**src/rtl/muldiv_unit_pkg.sv**
```systemverilog
// Shared constants for the M-extension multiply/divide unit: ALUOp codes and FSM state encodings.
package muldiv_unit_pkg;

    localparam logic [3:0] OP_ADD    = 4'h0;
    localparam logic [3:0] OP_MUL    = 4'h8;
    localparam logic [3:0] OP_MULH   = 4'h9;
    localparam logic [3:0] OP_MULHSU = 4'hA;
    localparam logic [3:0] OP_MULHU  = 4'hB;
    localparam logic [3:0] OP_DIV    = 4'hC;
    localparam logic [3:0] OP_DIVU   = 4'hD;
    localparam logic [3:0] OP_REM    = 4'hE;
    localparam logic [3:0] OP_REMU   = 4'hF;

    localparam logic [1:0] MULDIV_IDLE = 2'd0;
    localparam logic [1:0] MULDIV_CALC = 2'd1;
    localparam logic [1:0] MULDIV_FIX  = 2'd2;
    localparam logic [1:0] MULDIV_DONE = 2'd3;

    typedef enum logic [1:0] {
        StIdle = MULDIV_IDLE,
        StCalc = MULDIV_CALC,
        StFix  = MULDIV_FIX,
        StDone = MULDIV_DONE
    } muldiv_state_e;

    function automatic logic is_m_op(input logic [3:0] op);
        return op inside {OP_MUL, OP_MULH, OP_MULHSU, OP_MULHU,
                          OP_DIV, OP_DIVU, OP_REM, OP_REMU};
    endfunction

endpackage

```
**src/rtl/muldiv_unit_div_step.sv**
```systemverilog
// One restoring divide step: shift the next dividend bit into the remainder, subtract if it fits.
module div_step (
    input  logic [31:0] rem_in,
    input  logic [31:0] divisor,
    input  logic        q_in,
    output logic [31:0] rem_out,
    output logic        q_out
);

    logic [32:0] shifted;
    logic [32:0] diff;

    assign shifted = {rem_in, q_in};
    assign diff    = shifted - {1'b0, divisor};
    // A set bit 32 means the shifted value already exceeds any 32-bit divisor.
    assign q_out   = shifted[32] | ~diff[32];
    assign rem_out = q_out ? diff[31:0] : shifted[31:0];

endmodule

```
**src/rtl/muldiv_unit.sv**
```systemverilog
// Iterative RV32M multiply/divide unit with fixed latency.
// Define MULDIV_FAST_MUL_EN to compute the multiply ops with a single-cycle multiplier.
module muldiv_unit
    import muldiv_unit_pkg::*;
(
    input  logic        clock,
    input  logic        reset,
    input  logic        start,
    input  logic [3:0]  ALUOp,
    input  logic [31:0] inA,
    input  logic [31:0] inB,
    input  logic        kill,
    output logic        busy,
    output logic        done,
    output logic [31:0] result
);

    muldiv_state_e state_q, state_d;
    logic [3:0]  op_q, op_d;
    logic [31:0] opnd_q, opnd_d;
    logic [63:0] acc_q, acc_d;
    logic [5:0]  cnt_q, cnt_d;
    logic        neg_q, neg_d;
    logic [31:0] result_q, result_d;

    logic        is_div, is_rem, a_neg, b_neg, neg_in;
    logic [31:0] a_mag, b_mag;
    logic [32:0] mul_sum;
    logic [31:0] div_rem;
    logic        div_q;
    logic [63:0] prod_fix;
    logic [31:0] quo_fix, rem_fix;

    assign is_div = ALUOp[2];
    assign is_rem = ALUOp[2] & ALUOp[1];
    // MUL is treated as signed so the recorded sign matches sign(A) xor sign(B).
    assign a_neg  = inA[31] & (ALUOp inside {OP_MUL, OP_MULH, OP_MULHSU, OP_DIV, OP_REM});
    assign b_neg  = inB[31] & (ALUOp inside {OP_MUL, OP_MULH, OP_DIV, OP_REM});
    assign a_mag  = a_neg ? -inA : inA;
    assign b_mag  = b_neg ? -inB : inB;
    assign neg_in = !is_div ? (a_neg ^ b_neg) :
                    is_rem  ? a_neg : ((a_neg ^ b_neg) & (inB != 32'd0));

    assign mul_sum = {1'b0, acc_q[63:32]} + (acc_q[0] ? {1'b0, opnd_q} : 33'd0);

    div_step u_div_step (
        .rem_in  (acc_q[63:32]),
        .divisor (opnd_q),
        .q_in    (acc_q[31]),
        .rem_out (div_rem),
        .q_out   (div_q)
    );

    assign prod_fix = neg_q ? -acc_q : acc_q;
    assign quo_fix  = neg_q ? -acc_q[31:0] : acc_q[31:0];
    assign rem_fix  = neg_q ? -acc_q[63:32] : acc_q[63:32];

    always_comb begin
        state_d  = state_q;
        op_d     = op_q;
        opnd_d   = opnd_q;
        acc_d    = acc_q;
        cnt_d    = cnt_q;
        neg_d    = neg_q;
        result_d = result_q;
        if (kill) begin
            state_d = StIdle;
        end else begin
            unique case (state_q)
                StIdle, StDone: begin
                    state_d = StIdle;
                    if (start && is_m_op(ALUOp)) begin
                        op_d   = ALUOp;
                        neg_d  = neg_in;
                        cnt_d  = 6'd0;
                        state_d = StCalc;
                        if (is_div) begin
                            opnd_d = b_mag;
                            acc_d  = {32'd0, a_mag};
                        end else begin
                            opnd_d = a_mag;
`ifdef MULDIV_FAST_MUL_EN
                            acc_d   = 64'(a_mag) * 64'(b_mag);
                            state_d = StFix;
`else
                            acc_d  = {32'd0, b_mag};
`endif
                        end
                    end
                end
                StCalc: begin
                    acc_d = op_q[2] ? {div_rem, acc_q[30:0], div_q} : {mul_sum, acc_q[31:1]};
                    cnt_d = cnt_q + 6'd1;
                    if (cnt_q == 6'd31) begin
                        state_d = StFix;
                    end
                end
                StFix: begin
                    unique case (op_q)
                        OP_MUL:                       result_d = prod_fix[31:0];
                        OP_MULH, OP_MULHSU, OP_MULHU: result_d = prod_fix[63:32];
                        OP_DIV, OP_DIVU:              result_d = quo_fix;
                        default:                      result_d = rem_fix;
                    endcase
                    state_d = StDone;
                end
            endcase
        end
    end

    always_ff @(posedge clock) begin
        if (reset) begin
            state_q  <= StIdle;
            op_q     <= 4'd0;
            opnd_q   <= 32'd0;
            acc_q    <= 64'd0;
            cnt_q    <= 6'd0;
            neg_q    <= 1'b0;
            result_q <= 32'd0;
        end else begin
            state_q  <= state_d;
            op_q     <= op_d;
            opnd_q   <= opnd_d;
            acc_q    <= acc_d;
            cnt_q    <= cnt_d;
            neg_q    <= neg_d;
            result_q <= result_d;
        end
    end

    assign busy   = (state_q == StCalc) || (state_q == StFix);
    assign done   = (state_q == StDone);
    assign result = result_q;

endmodule

```
**config.mk**
```make
export PLATFORM = sky130hd
export DESIGN_NAME = muldiv_unit
export DESIGN_NICKNAME = d
export VERILOG_FILES = /design/src/rtl/muldiv_unit_pkg.sv /design/src/rtl/muldiv_unit_div_step.sv /design/src/rtl/muldiv_unit.sv
export SDC_FILE = /design/constraint.sdc
export NUM_CORES = 1
export LEC_CHECK = 0
export CAP_MARGIN = 20
export CELL_PAD_IN_SITES_DETAIL_PLACEMENT = 1
export CELL_PAD_IN_SITES_GLOBAL_PLACEMENT = 2
export CORE_ASPECT_RATIO = 1.75
export CORE_MARGIN = 4
export CORE_UTILIZATION = 38
export CTS_CLUSTER_DIAMETER = 60
export DETAILED_ROUTE_END_ITERATION = 8
export GPL_ROUTABILITY_DRIVEN = 0
export HOLD_SLACK_MARGIN = 0.1
export MAX_ROUTING_LAYER = met4
export PLACE_DENSITY_LB_ADDON = 0.1
export SLEW_MARGIN = 20
export SYNTH_ARGS = -nofsm -noshare
export SYNTH_HDL_FRONTEND = slang
export SYNTH_HIERARCHICAL = 1
export SYNTH_SLANG_ARGS = --single-unit
```
**constraint.sdc**
```tcl
create_clock -name clock -period 6.6 [get_ports clock]
set_input_delay 1.98 -clock clock [delete_from_list [all_inputs] [get_ports clock]]
set_output_delay 1.98 -clock clock [all_outputs]
set_load 0.02 [all_outputs]
```
==> results.yml <==
run_status:
  status: "complete, no violations"
timing:
  hold_ws_ns: 0.505
  period_minus_slack_ns: 5.17
  fmax_mhz: 193
  fin_crit_sh: 0.783
  finalClockSkew_ns: 0.0128
  slew_headroom: 0.283
  setup_viol: 0
  setup_tns_ns: 0
  tightest_slew_ns: 1.07
  timing.final.hold_violations: 0
  finalMaxSlewViolations: 0
  rsz0062_at_grt: "no"
clocking:
  root_buffer: "clkbuf_16"
  cts_resized: 0
  cts_made_buffers: 17
  postCtsSetupRepairBufs: 0
  cts_buffer_depth: 2
  clk_pin_slew_worst_paths_ns: 0.07
  cts.sink_count: 141
  cts_tree: "yes"
  h-tree-depth: 4
  cts_hold_buf: 0
  clkLatencyLatePin_ns: 0.46
setup_path:
  path_delay_family: "simple AND/OR/NAND/NOR gates"
  crit_buf_inv: 1
  arrival_ns: 5.57
  slowest_delay_ns: 0.89
  setup.worst_path.class: "input port to flop"
  critPathMaxFanout: 12
  crit_top_cell: "nand2_1"
  worstPathRequired_ns: 6.99
  cp-end-kind: "flop"
  cp_slowest_cell: "nor2_1"
  start_kind: "input port"
  crit_chain: "clkdlybuf4s50_1 > nand4b_1 > o21ai_4 > nand2_1 > nor2_1 > nand2_1 > or4_1 > nand3_1"
global_route:
  antenna_found_initial: 1
  grt_overflow: 0
  grt_pass1_wl_um: 91800
  grt.total_usage: 0.296
  grt_max_degree: 68
  grt_pass1_vias: 15500
placed_design:
  dpl-instance-area_mm2: 0.0156
  dp_cells: 2443
  dp_hpwl_um: 47700
  io_buffers: 105
cells_and_area:
  n_antenna_cell: 0
  layout-drive-gt1-share: 0.0605
  layout.cells.non_filler: 2475
  fin_util: 0.439
  stdcell_area_mm2: 0.0162
  fillCellCount: 4648
  fin_nets: 2133
  syn_to_final_growth_pct: 13.7
logic_synthesis:
  synth-main-ff-cell: "dfxtp_1"
  synth_edf_count: 0
  ys_warn_count: 6
  syn_area_mm2: 0.0142
  synth_largest_area_cell: "dfxtp_1"
  synth-seq-cells: 141
  yosysTopAreaCellShare: 0.198
  synth_cells: 1970
  synth_area_leaders: "dfxtp_1 (20%), xnor2_1 (6.7%), ha_1 (6.3%), a21oi_1 (5.7%), xor2_1 (5.4%)"
  synth.yosys.seq_area_share: 0.198
  synthArstFlopShare: 0
  syn_avg_cell_area_um2: 7.22
  synth_nets: 2116
  synth_cell_type_count: 83
detailed_routing:
  vias: 15200
  met1Wirelength_um: 22500
  drtAntennaViolNets: 0
  wirelength_um: 60000
  dr.pass1.iters: 7
  avgViaCountPerCell: 6.14
  top_layer: "met4"
  dr_wl_met3_um: 1880
  avgRoutedWirePerCell_um: 24.2
  wl_met2_um: 32200
  drc: 0
  drtIter0Drc: 939
floorplanning:
  start_util: 0.386
  pin_count: 106
  die_w_um: 154
  row_count: 93
  dieArea_mm2: 0.0407
  core_area_mm2: 0.0369
  die_h_um: 264
power_and_ir_drop:
  power_density_mw_per_mm2: 164
  p_leak_nw: 6.17
  ir_worst_vdd_v: 0.000214
min_path:
  hp-class: "flop to flop"
run:
  cap_violations: 0
cells in the mapped netlist (26+ instances only):
cell type and number:
nand2_1 197, a21oi_1 163, nor2_1 147, dfxtp_1 141, o21ai_0 132, clkbuf_1 121, xnor2_1 108, xor2_1 88
ha_1 72, inv_1 72, nor3_1 66, nand3_1 44, a211oi_1 43, and2_1 43, mux2i_1 39, o21ai_1 36
or3_1 28, a21o_1 26
metal layers:
metal	vias up	global-route usage
met2	358	0.547
met3	119	0.0233
met1	7499	0.311
met4	0	0.149
li1	7232	-
met5	-	-
tightest hold or removal path, delay by kind of cell, from the launching register on:
family,cells,cell delay [ns]
simple gates,1,0.07
flops,1,0.34
compound gates,1,0.05
cells in the final DEF, fill, tap and decap left out, types with 21 or more instances in the layout:
| cell type | synthesis | layout |
|---|---|---|
| a211oi_1 | 43 | 43 |
| a21o_1 | 26 | 26 |
| a21oi_1 | 163 | 163 |
| a22oi_1 | 23 | 23 |
| a31oi_1 | 22 | 22 |
| and2_1 | 43 | 43 |
| buf_4 | 3 | 36 |
| clkdlybuf4s50_1 | 0 | 103 |
| dfxtp_1 | 141 | 139 |
| ha_1 | 72 | 71 |
| inv_1 | 72 | 72 |
| mux2_2 | 21 | 21 |
| mux2i_1 | 39 | 39 |
| nand2_1 | 197 | 197 |
| nand2b_1 | 22 | 22 |
| nand3_1 | 44 | 44 |
| nand4_1 | 22 | 22 |
| nor2_1 | 147 | 146 |
| nor3_1 | 66 | 65 |
| o211ai_1 | 22 | 22 |
| o21ai_0 | 132 | 132 |
| o21ai_1 | 36 | 35 |
| o22ai_1 | 23 | 23 |
| o31ai_1 | 25 | 25 |
| or3_1 | 28 | 28 |
| xnor2_1 | 108 | 108 |
| xor2_1 | 88 | 88 |
worst paths after layout:
check | startpoint | endpoint | slack [ns] | cells past startpoint
max reg2reg | acc_q[36]$_SDFFE_PP0P_ | acc_q[62]$_SDFFE_PP0P_ | 2.05 | 14
min | cnt_q[1]$_SDFFE_PP0P_ | cnt_q[1]$_SDFFE_PP0P_ | 0.51 | 2
max | kill | acc_q[61]$_SDFFE_PP0P_ | 1.43 | 8
min reg2reg | cnt_q[1]$_SDFFE_PP0P_ | cnt_q[1]$_SDFFE_PP0P_ | 0.51 | 2
area by class of cell:
type | count | area (um^2) | share of cell area
clock inverters | 13 | 154 | 0.00951
multi-input cells | 1614 | 10600 | 0.654
well taps | 475 | 594 | 0.0367
inverters | 73 | 274 | 0.0169
clock buffers | 19 | 443 | 0.0274
flip-flops and latches | 141 | 2830 | 0.175
repair buffers | 140 | 1310 | 0.0807
power by group:
part	switching (mW)	leakage, nW	internal, mW
clock network	0.453	0.286	0.576
logic	0.428	4.74	0.264
registers	0.0503	1.14	0.875
total	0.931	6.17	1.72
registers in the layout (all words and copies together), names as in the netlist:
register	cells
acc_q	64
opnd_q	32
result	32
cnt_q	6
op_q	4
state_q	2
neg_q	1
metrics by stage:
step                      setup slack [ns]  power, mW
after global placement                1.14       1.62
final                                 1.43       2.65
after floorplan                       2.14       1.38
after CTS                             1.50       2.66
after global routing                  1.27       2.75
after detailed placement              1.03       1.63
logic make-up (layout without fill, tap and decap cells):
logic type,after synthesis,in the layout,synth area share
muxes,62,62,0.0457
xor gates and xnor gates,196,196,0.121
AOI/OAI and AO/OA,639,639,0.292
and+or+nand+nor,643,643,0.218
DFF,141,141,0.198
buffers and inverters,215,245,0.0596
adders and majority gates,74,74,0.0662
Note: power is estimated with default switching activity, not from simulation.
